`src/rtl/dnoc_l2_rd_arb_if.sv`:
```
// Bundle of requester-side and L2-side read signals for the L2 dmem read arbiter.
// slave = arbiter view, master = requesters plus L2 port view.
interface dnoc_l2_rd_arb_if #(
  parameter int NUM_REQ = 3
);
  logic [NUM_REQ-1:0]       req_rd_req;
  logic [NUM_REQ-1:0]       req_rd_gnt;
  logic [NUM_REQ-1:0][12:0] req_rd_addr;
  logic [NUM_REQ-1:0]       req_rd_valid;
  logic [255:0]             req_rd_data;
  logic [NUM_REQ-1:0]       req_rd_ready;

  logic                     L2_dmem_rd_req;
  logic                     L2_dmem_rd_gnt;
  logic [12:0]              L2_dmem_rd_addr;
  logic                     L2_dmem_rd_valid;
  logic [255:0]             L2_dmem_rd_data;
  logic                     L2_dmem_rd_ready;

  modport slave (
    input  req_rd_req, req_rd_addr, req_rd_ready,
           L2_dmem_rd_gnt, L2_dmem_rd_valid, L2_dmem_rd_data,
    output req_rd_gnt, req_rd_valid, req_rd_data,
           L2_dmem_rd_req, L2_dmem_rd_addr, L2_dmem_rd_ready
  );

  modport master (
    output req_rd_req, req_rd_addr, req_rd_ready,
           L2_dmem_rd_gnt, L2_dmem_rd_valid, L2_dmem_rd_data,
    input  req_rd_gnt, req_rd_valid, req_rd_data,
           L2_dmem_rd_req, L2_dmem_rd_addr, L2_dmem_rd_ready
  );
endinterface

```
`src/rtl/dnoc_l2_rd_arb.sv`:
```
// Round-robin arbiter sharing one L2 dmem read port; an ID FIFO routes returns in grant order.
// Optional macro DNOC_L2_RD_ARB_CORE_PRIO_EN gives requester 0 absolute priority.
module dnoc_l2_rd_arb #(
  parameter int NUM_REQ    = 3,
  parameter int OSTD_DEPTH = 4,
  localparam int IDW = (NUM_REQ > 1) ? $clog2(NUM_REQ) : 1,
  localparam int PW  = (OSTD_DEPTH > 1) ? $clog2(OSTD_DEPTH) : 1,
  localparam int CW  = $clog2(OSTD_DEPTH) + 1
) (
  input  logic                 clk,
  input  logic                 rst_n,
  dnoc_l2_rd_arb_if.slave      bus,
  output logic [CW-1:0]        ostd_cnt,
  output logic                 err_orphan
);

  logic [IDW-1:0] r_rr_ptr;
  logic [PW-1:0]  r_wr_ptr;
  logic [PW-1:0]  r_rd_ptr;
  logic [CW-1:0]  r_cnt;
  logic           r_err;
  logic [IDW-1:0] r_id_mem [OSTD_DEPTH];

  logic [IDW-1:0]     w_win;
  logic               w_found;
  logic [NUM_REQ-1:0] w_cand;
  logic [IDW-1:0]     w_head;
  logic               w_full;
  logic               w_empty;
  logic               w_push;
  logic               w_pop;
  logic               w_orphan;

  function automatic logic [IDW-1:0] f_wrap(input int v);
    return IDW'(v % NUM_REQ);
  endfunction

  always_comb begin
    w_win   = '0;
    w_found = 1'b0;
    w_cand  = bus.req_rd_req;
`ifdef DNOC_L2_RD_ARB_CORE_PRIO_EN
    if (bus.req_rd_req[0]) begin
      w_win   = '0;
      w_found = 1'b1;
    end
    w_cand[0] = 1'b0;
`endif
    for (int i = 0; i < NUM_REQ; i++) begin
      if (!w_found && w_cand[f_wrap(int'(r_rr_ptr) + i)]) begin
        w_win   = f_wrap(int'(r_rr_ptr) + i);
        w_found = 1'b1;
      end
    end
  end

  assign w_full   = (r_cnt == CW'(OSTD_DEPTH));
  assign w_empty  = (r_cnt == '0);
  assign w_head   = r_id_mem[r_rd_ptr];
  assign w_push   = bus.L2_dmem_rd_req & bus.L2_dmem_rd_gnt;
  assign w_pop    = bus.L2_dmem_rd_valid & bus.L2_dmem_rd_ready;
  assign w_orphan = bus.L2_dmem_rd_valid & w_empty;

  // Outputs are gated by rst_n so they read 0 for the whole reset window.
  assign bus.L2_dmem_rd_req   = rst_n & (|bus.req_rd_req) & ~w_full;
  assign bus.L2_dmem_rd_addr  = bus.req_rd_addr[w_win];
  assign bus.L2_dmem_rd_ready = rst_n & ~w_empty & bus.req_rd_ready[w_head];
  assign bus.req_rd_data      = bus.L2_dmem_rd_data;

  genvar gi;
  generate
    for (gi = 0; gi < NUM_REQ; gi++) begin : g_route
      assign bus.req_rd_gnt[gi]   = w_push & (w_win == IDW'(gi));
      assign bus.req_rd_valid[gi] = rst_n & ~w_empty & bus.L2_dmem_rd_valid &
                                    (w_head == IDW'(gi));
    end
  endgenerate

  always_ff @(posedge clk) begin
    if (w_push) begin
      r_id_mem[r_wr_ptr] <= w_win;
    end
  end

  always_ff @(posedge clk or negedge rst_n) begin
    if (!rst_n) begin
      r_rr_ptr <= '0;
      r_wr_ptr <= '0;
      r_rd_ptr <= '0;
      r_cnt    <= '0;
      r_err    <= 1'b0;
    end else begin
      if (w_push) begin
        r_rr_ptr <= f_wrap(int'(w_win) + 1);
        r_wr_ptr <= (r_wr_ptr == PW'(OSTD_DEPTH - 1)) ? '0 : r_wr_ptr + 1'b1;
      end
      if (w_pop) begin
        r_rd_ptr <= (r_rd_ptr == PW'(OSTD_DEPTH - 1)) ? '0 : r_rd_ptr + 1'b1;
      end
      case ({w_push, w_pop})
        2'b10:   r_cnt <= r_cnt + 1'b1;
        2'b01:   r_cnt <= r_cnt - 1'b1;
        default: r_cnt <= r_cnt;
      endcase
      if (w_orphan) begin
        r_err <= 1'b1;
      end
    end
  end

  assign ostd_cnt   = r_cnt;
  assign err_orphan = r_err;

endmodule

```
`src/flat_wrapper.sv`:
```
// flat-port wrapper written by rule: the top's interface ports become plain ports
module dnoc_l2_rd_arb_flat 
#(
  parameter int NUM_REQ    = 3,
  parameter int OSTD_DEPTH = 4,
  localparam int IDW = (NUM_REQ > 1) ? $clog2(NUM_REQ) : 1,
  localparam int PW  = (OSTD_DEPTH > 1) ? $clog2(OSTD_DEPTH) : 1,
  localparam int CW  = $clog2(OSTD_DEPTH) + 1
)
  (clk, rst_n, ostd_cnt, err_orphan, bus_req_rd_req, bus_req_rd_addr, bus_req_rd_ready, bus_L2_dmem_rd_gnt, bus_L2_dmem_rd_valid, bus_L2_dmem_rd_data, bus_req_rd_gnt, bus_req_rd_valid, bus_req_rd_data, bus_L2_dmem_rd_req, bus_L2_dmem_rd_addr, bus_L2_dmem_rd_ready);
  dnoc_l2_rd_arb_if #(.NUM_REQ(NUM_REQ)) bus_i ();
  input  logic clk;
  input  logic rst_n;
  output logic [CW-1:0] ostd_cnt;
  output logic err_orphan;
  input wire logic [$bits(bus_i.req_rd_req)-1:0] bus_req_rd_req;
  input wire logic [$bits(bus_i.req_rd_addr)-1:0] bus_req_rd_addr;
  input wire logic [$bits(bus_i.req_rd_ready)-1:0] bus_req_rd_ready;
  input wire logic [$bits(bus_i.L2_dmem_rd_gnt)-1:0] bus_L2_dmem_rd_gnt;
  input wire logic [$bits(bus_i.L2_dmem_rd_valid)-1:0] bus_L2_dmem_rd_valid;
  input wire logic [$bits(bus_i.L2_dmem_rd_data)-1:0] bus_L2_dmem_rd_data;
  output wire logic [$bits(bus_i.req_rd_gnt)-1:0] bus_req_rd_gnt;
  output wire logic [$bits(bus_i.req_rd_valid)-1:0] bus_req_rd_valid;
  output wire logic [$bits(bus_i.req_rd_data)-1:0] bus_req_rd_data;
  output wire logic [$bits(bus_i.L2_dmem_rd_req)-1:0] bus_L2_dmem_rd_req;
  output wire logic [$bits(bus_i.L2_dmem_rd_addr)-1:0] bus_L2_dmem_rd_addr;
  output wire logic [$bits(bus_i.L2_dmem_rd_ready)-1:0] bus_L2_dmem_rd_ready;
  assign bus_i.req_rd_req = bus_req_rd_req;
  assign bus_i.req_rd_addr = bus_req_rd_addr;
  assign bus_i.req_rd_ready = bus_req_rd_ready;
  assign bus_i.L2_dmem_rd_gnt = bus_L2_dmem_rd_gnt;
  assign bus_i.L2_dmem_rd_valid = bus_L2_dmem_rd_valid;
  assign bus_i.L2_dmem_rd_data = bus_L2_dmem_rd_data;
  assign bus_req_rd_gnt = bus_i.req_rd_gnt;
  assign bus_req_rd_valid = bus_i.req_rd_valid;
  assign bus_req_rd_data = bus_i.req_rd_data;
  assign bus_L2_dmem_rd_req = bus_i.L2_dmem_rd_req;
  assign bus_L2_dmem_rd_addr = bus_i.L2_dmem_rd_addr;
  assign bus_L2_dmem_rd_ready = bus_i.L2_dmem_rd_ready;
  dnoc_l2_rd_arb #(.NUM_REQ(NUM_REQ), .OSTD_DEPTH(OSTD_DEPTH)) u_core (.clk(clk), .rst_n(rst_n), .bus(bus_i), .ostd_cnt(ostd_cnt), .err_orphan(err_orphan));
endmodule
```
`config.mk`:
```
export PLATFORM = sky130hd
export DESIGN_NAME = dnoc_l2_rd_arb_flat
export DESIGN_NICKNAME = d
export VERILOG_FILES = /design/src/rtl/dnoc_l2_rd_arb_if.sv /design/src/rtl/dnoc_l2_rd_arb.sv /design/src/flat_wrapper.sv
export SDC_FILE = /design/constraint.sdc
export NUM_CORES = 1
export LEC_CHECK = 0
export BUFFER_PORTS_ARGS = -buffer_cell sky130_fd_sc_hd__buf_4
export CORE_AREA = 5 5 226 228
export DETAILED_ROUTE_END_ITERATION = 16
export DIE_AREA = 0 0 231 233
export GPL_ROUTABILITY_DRIVEN = 0
export HOLD_SLACK_MARGIN = 0.05
export SYNTH_ARGS = -nofsm -noshare
export SYNTH_HDL_FRONTEND = slang
export SYNTH_SLANG_ARGS = --single-unit
export TNS_END_PERCENT = 100
```
`constraint.sdc`:
```
create_clock -name clk -period 7 [get_ports clk]
set_input_delay 1.05 -clock clk [delete_from_list [all_inputs] [get_ports clk]]
set_output_delay 1.05 -clock clk [all_outputs]
set_load 0.05 [all_outputs]
```
# ---- Word-level counts from Yosys, hierarchy flattened
# Memory sizes are Yosys's and may differ from the RTL's.
# Index checks and enable logic that the tools add are counted.
dict set report word_totals {
  reg_bits 10
  elab_cells 76
  mem_bits_rw 8
  latchBits 0
  output_inout_bits 281
  in_bits 305
  mem_count 1
  mem_bits_ro 0
}
# memory depth width read_ports rd_ports_with_merged_regs write_ports line_no
set memory_table {}
lappend memory_table {u_core.r_id_mem 4 2 1 0 1 dnoc_l2_rd_arb.sv:22} ;# logic [IDW-1:0] r_id_mem [OSTD_DEPTH];
dict set report op_classes {
  reduce_logical 9
  n_addsub 7
  multipliers 0
  n_eq_ne 9
  n_div 4
  order_cmp 5
  bitwise 16
  n_shift 0
  mux 20
}
# operator count
set op_table {}
lappend op_table {{32-bit by 3-bit remainder unit with 32-bit output (second input constant)} 3}
lappend op_table {{3-bit by 3-bit remainder unit with 32-bit output (second input constant)} 1}
lappend op_table {{13-bit binary-select mux with 2-bit select} 1}
lappend op_table {{2-bit by 3-bit less-than comparator with 1-bit output (second input constant)} 5}
lappend op_table {{1-bit AND} 14}
lappend op_table {{13-bit two-way mux} 1}
lappend op_table {{2-bit equality test (second input constant)} 5}
lappend op_table {{2-bit two-way mux} 5}
lappend op_table {{1-bit binary-select mux with 2-bit select} 4}
lappend op_table {{1-bit two-way mux} 8}
lappend op_table {{2-bit by 1-bit adder with 3-bit output (second input constant)} 2}
lappend op_table {{2-bit by 1-bit equality test with 1-bit output (second input constant)} 3}
lappend op_table {{3-bit one-hot mux with 2 select lines} 1}
lappend op_table {{2-bit by 1-bit adder with 2-bit output (second input constant)} 2}
lappend op_table {{2-bit zero test} 2}
lappend op_table {{2-bit by 2-bit adder with 3-bit output (second input constant)} 1}
lappend op_table {{3-bit by 1-bit adder with 3-bit output (second input constant)} 1}
lappend op_table {{3-bit equality test (second input constant)} 1}
lappend op_table {{3-bit zero test} 1}
lappend op_table {{3-bit OR reduction} 1}
lappend op_table {{3-bit by 1-bit subtractor with 3-bit output (second input constant)} 1}
lappend op_table {{1-bit logical AND} 2}
lappend op_table {{1-bit zero test} 2}
lappend op_table {{1-bit inverter} 2}
lappend op_table {{2-bit nonzero test} 1}

# ---- Logic depth before layout (Yosys ltp)
dict set report depth {
  ltp_word 12
  depth_mapped 11
  ltp_nobuf 10
}

# ---- Worst setup path before layout
# OpenSTA, ideal clock, no wires.
dict set report synth_timing {
  path_kind {input-to-output}
  from {input bus_req_rd_req[0]}
  to {output bus_L2_dmem_rd_addr[10]}
  required_ps 5950
  slack_ps 3362
  stages 6
  arrival_time_ps 2588
  n_path_buf 1
  cell_sequence {inv_1 > maj3_2 > o221ai_2 > buf_6 > mux2_2 > mux2_2}
}
dict set report synth_via {
  elab_chain_len 11
  word_cells_on_any_way 17
  cone_classes {13 x mux; 4 x reduce/logical}
}
# element line_no
set synth_lines {}
lappend synth_lines {{start: declaration} flat_wrapper.sv:16} ;# input wire logic [$bits(bus_i.req_rd_req)-1:0] bus_req_rd_req;
lappend synth_lines {{1-bit binary-select mux with 2-bit select} dnoc_l2_rd_arb.sv:50} ;# if (!w_found && w_cand[f_wrap(int'(r_rr_ptr) + i)]) begin
lappend synth_lines {{1-bit two-way mux (not written as such)} dnoc_l2_rd_arb.sv:50}
lappend synth_lines {{1-bit two-way mux} dnoc_l2_rd_arb.sv:50}
lappend synth_lines {{1-bit zero test} dnoc_l2_rd_arb.sv:50}
lappend synth_lines {{1-bit logical AND} dnoc_l2_rd_arb.sv:50}
lappend synth_lines {{1-bit two-way mux} dnoc_l2_rd_arb.sv:50}
lappend synth_lines {{1-bit zero test} dnoc_l2_rd_arb.sv:50}
lappend synth_lines {{1-bit logical AND} dnoc_l2_rd_arb.sv:50}
lappend synth_lines {{2-bit two-way mux (*)} dnoc_l2_rd_arb.sv:50}
lappend synth_lines {{13-bit binary-select mux with 2-bit select (*)} dnoc_l2_rd_arb.sv:66} ;# assign bus.L2_dmem_rd_addr = bus.req_rd_addr[w_win];
lappend synth_lines {{13-bit two-way mux (not written as such) (*)} dnoc_l2_rd_arb.sv:66}
lappend synth_lines {{end: declaration} flat_wrapper.sv:26} ;# output wire logic [$bits(bus_i.L2_dmem_rd_addr)-1:0] bus_L2_dmem_rd_addr;
# Every way passes the cells marked *; elsewhere a longest branch is shown, timed or not. The select of a mux whose other input is x is not followed.

# ---- Worst setup path after layout
# Same ends and word-level chain as after synthesis.

==> impl_metrics.yaml <==
routing:
  vias: 1659
  totalWireLength_mm: 11.4
  routedWlPerCell_microns: 13.9
  first_iter_violations: 36
  dr.pass1.iters: 4
  routed_via_density: 2.03
  ant_nets: 0
  drc_errors: 0
timing:
  hold_violations: 0
  fin_setup_tns_ns: 0
  hold_ws_ns: 0.486
  slew_viol_final: 0
  grt_setup_unrepaired: "false"
  worstMarginPinSlew_ns: 1.00
  finClkSkew_ns: 0.00775
  fin_crit_sh_pct: 60.1
  timing.final.crit_period_ns: 4.21
  setup_violations: 0
  max_freq_mhz: 238
  slew_headroom_pct: 33.2
floorplanning:
  io_pins: 586
  num_rows: 81
  die_area_sq_um: 53800
  start_util_pct: 6.81
  die_width_microns: 231
  core-area_sq_um: 48600
  die_h_microns: 233
worst_setup_path:
  required_ns: 5.95
  rr_endpoint: "u_core.ostd_cnt[2]$_DFFE_PN0P_"
  crit_path_top_delay_cell: "o221ai_2"
  crit_buf_inv: 3
  r2r-start: "u_core.r_rd_ptr[0]$_DFFE_PN0P_"
  crit_fanout: 16
  max_stage_delay_ns: 0.79
  start_kind: "primary input"
  cp-end-kind: "output pin"
  critical_path_arrival_ns: 3.16
  worstSetupPathType: "in -> out"
  rrSetupSlack_ns: 4.16
  crit_chain: "buf_4, inv_1, maj3_2, o221ai_2, mux2_2, mux2_2, buf_4"
  reg2reg_depth: 10
  path_delay_family: "compound AO/OA/AOI/OAI gates"
min_path:
  worst_hold_path_type: "reg -> reg"
  min_from: "u_core.err_orphan$_DFFE_PN0P_"
  hold_depth: 1
  min_to: "u_core.err_orphan$_DFFE_PN0P_"
synthesis:
  synth_nets: 696
  yosysWarnings: 0
  synth_area_sq_um: 3310
  syn_avg_cell_area_sq_um: 8.76
  synth_seq_cells: 18
  synth.distinct_cells: 34
  syn_inst: 378
  yosysSeqAreaShare_pct: 14.8
global_routing:
  grt_max_degree: 18
  overflow: 0
  grt_pass1_wl_mm: 14.2
  grt_pass1_vias: 1865
  grtUsageTotal_pct: 3.85
  antenna_found_initial: 0
clocking:
  clock-sinks: 18
  post_cts_buffers: 0
  tritoncts: "built"
  cts_resized: 0
  h-tree-depth: 1
  clockBufferDepth: 2
  cts_buffers: 3
  cts_root_buf: "clkbuf_16"
  clkTransAtPathRegs_ns: 0.06
  holdBufCountCts: 0
  insertion_delay_ns: 0.26
power:
  ir_drop_uv: 124
  p_per_area_nw_per_um2: 321
  leakage_nw: 0.992
finish:
  nets: 515
  insertedDiodeCount: 0
  syn_to_final_growth_pct: -16.2
  layout-drive-gt1-share_pct: 56.1
  final_util_pct: 5.70
  fillers: 5731
  fin_cells: 818
  final_area_sq_um: 2780
  mostFrequentLayoutCell: "buf_4"
  final_cell_mix: "73 x buf_4, 26 x mux2_2, 13 x inv_1"
placed_design:
  io_buffers: 73
  dp_cells: 814
  placed_area_sq_um: 2700
  dp_hpwl_mm: 9.89
status:
  run_status: "complete, no violations"
run:
  maxCapViolations: 0
-- how the worst max path moves through the flow --
stage	start	end	slack (ns)	cells past startpoint
finish	bus_req_rd_req[0]	bus_L2_dmem_rd_addr[10]	2.79	7
global route	bus_req_rd_req[0]	bus_req_rd_gnt[1]	2.59	8
CTS	bus_req_rd_req[0]	bus_req_rd_gnt[1]	2.69	8
detailed placement	bus_req_rd_req[0]	bus_req_rd_gnt[1]	2.66	8
global placement	bus_req_rd_req[0]	bus_L2_dmem_rd_addr[0]	2.75	7
floorplan	bus_req_rd_req[0]	bus_L2_dmem_rd_addr[10]	3.36	6
-- routing by layer --
layer	global-route usage, %	share of wire (%)	vias up
met5	0	0	-
met4	4.12	12	0
met3	3.43	21	135
met2	5.91	44	286
met1	2.65	24	655
li1	-	-	583
-- logic make-up (layout without fill, tap and decap cells) --
kind of cell	count (synthesis)	in the layout	share of synthesized area, %
muxes	31	31	11.5
and+or+nand+nor	27	27	4.46
DFF	18	18	14.8
AOI/OAI and AO/OA	13	13	2.83
xor gates and xnor gates	3	3	0.793
buffers and inverters	272	90	60.1
adders and majority gates	14	14	5.48
-- report_power, final --
part | internal, mW | total, mW | switching [mW]
Sequential | 0.148 | 0.184 | 0.0357
Clock | 0.0762 | 0.121 | 0.0450
Combinational | 0.219 | 0.585 | 0.366
-- cell usage after synthesis --
library cell	count	area share (%)
a31oi_2	1	0.38
o21a_2	1	0.26
xor2_1	2	0.53
buf_4	256	58
ha_1	12	4.5
nor2_4	1	0.34
o21bai_1	1	0.23
mux2i_1	1	0.30
o221ai_2	1	0.45
mux2_4	2	0.91
buf_6	1	0.34
fa_1	1	0.60
nand3_1	1	0.15
nor3b_1	2	0.45
mux4_2	1	0.68
dfrtp_1	10	7.6
mux4_1	1	0.79
nand2_1	8	0.91
and2_0	1	0.19
inv_1	13	1.5
nor3_1	1	0.15
edfxtp_1	8	7.3
buf_2	1	0.15
o31ai_1	2	0.45
clkbuf_1	1	0.11
xnor2_1	1	0.26
o21ai_0	5	0.76
nand3b_1	1	0.23
and3_1	7	1.3
a21oi_1	2	0.30
or3_1	2	0.38
maj3_2	1	0.34
mux2_2	26	8.8
nor2_1	3	0.34
-- cell type report --
cell class	count	area [sq um]	share of cell area [%]
inverter	13	48.8	1.76
timing repair buffer	73	548	19.7
sequential	18	490	17.7
multi-input combinational	88	831	29.9
tap	622	778	28.0
clock buffer	3	75.1	2.71
clock inverter	1	3.75	0.135
-- metrics by stage --
step,power (mW),worst slack (ns)
after floorplan,0.985,3.36
after global routing,0.956,2.59
after global placement,0.775,2.75
after detailed placement,0.787,2.66
after CTS,0.916,2.69
final,0.890,2.79
-- registers in the layout, summed over array words and instances, names as in the netlist --
signal             count
u_core.ostd_cnt        3
u_core.err_orphan      1
u_core.r_wr_ptr        2
u_core.r_id_mem        8
u_core.r_rr_ptr        2
u_core.r_rd_ptr        2
Note: power is estimated with default switching activity, not from simulation.
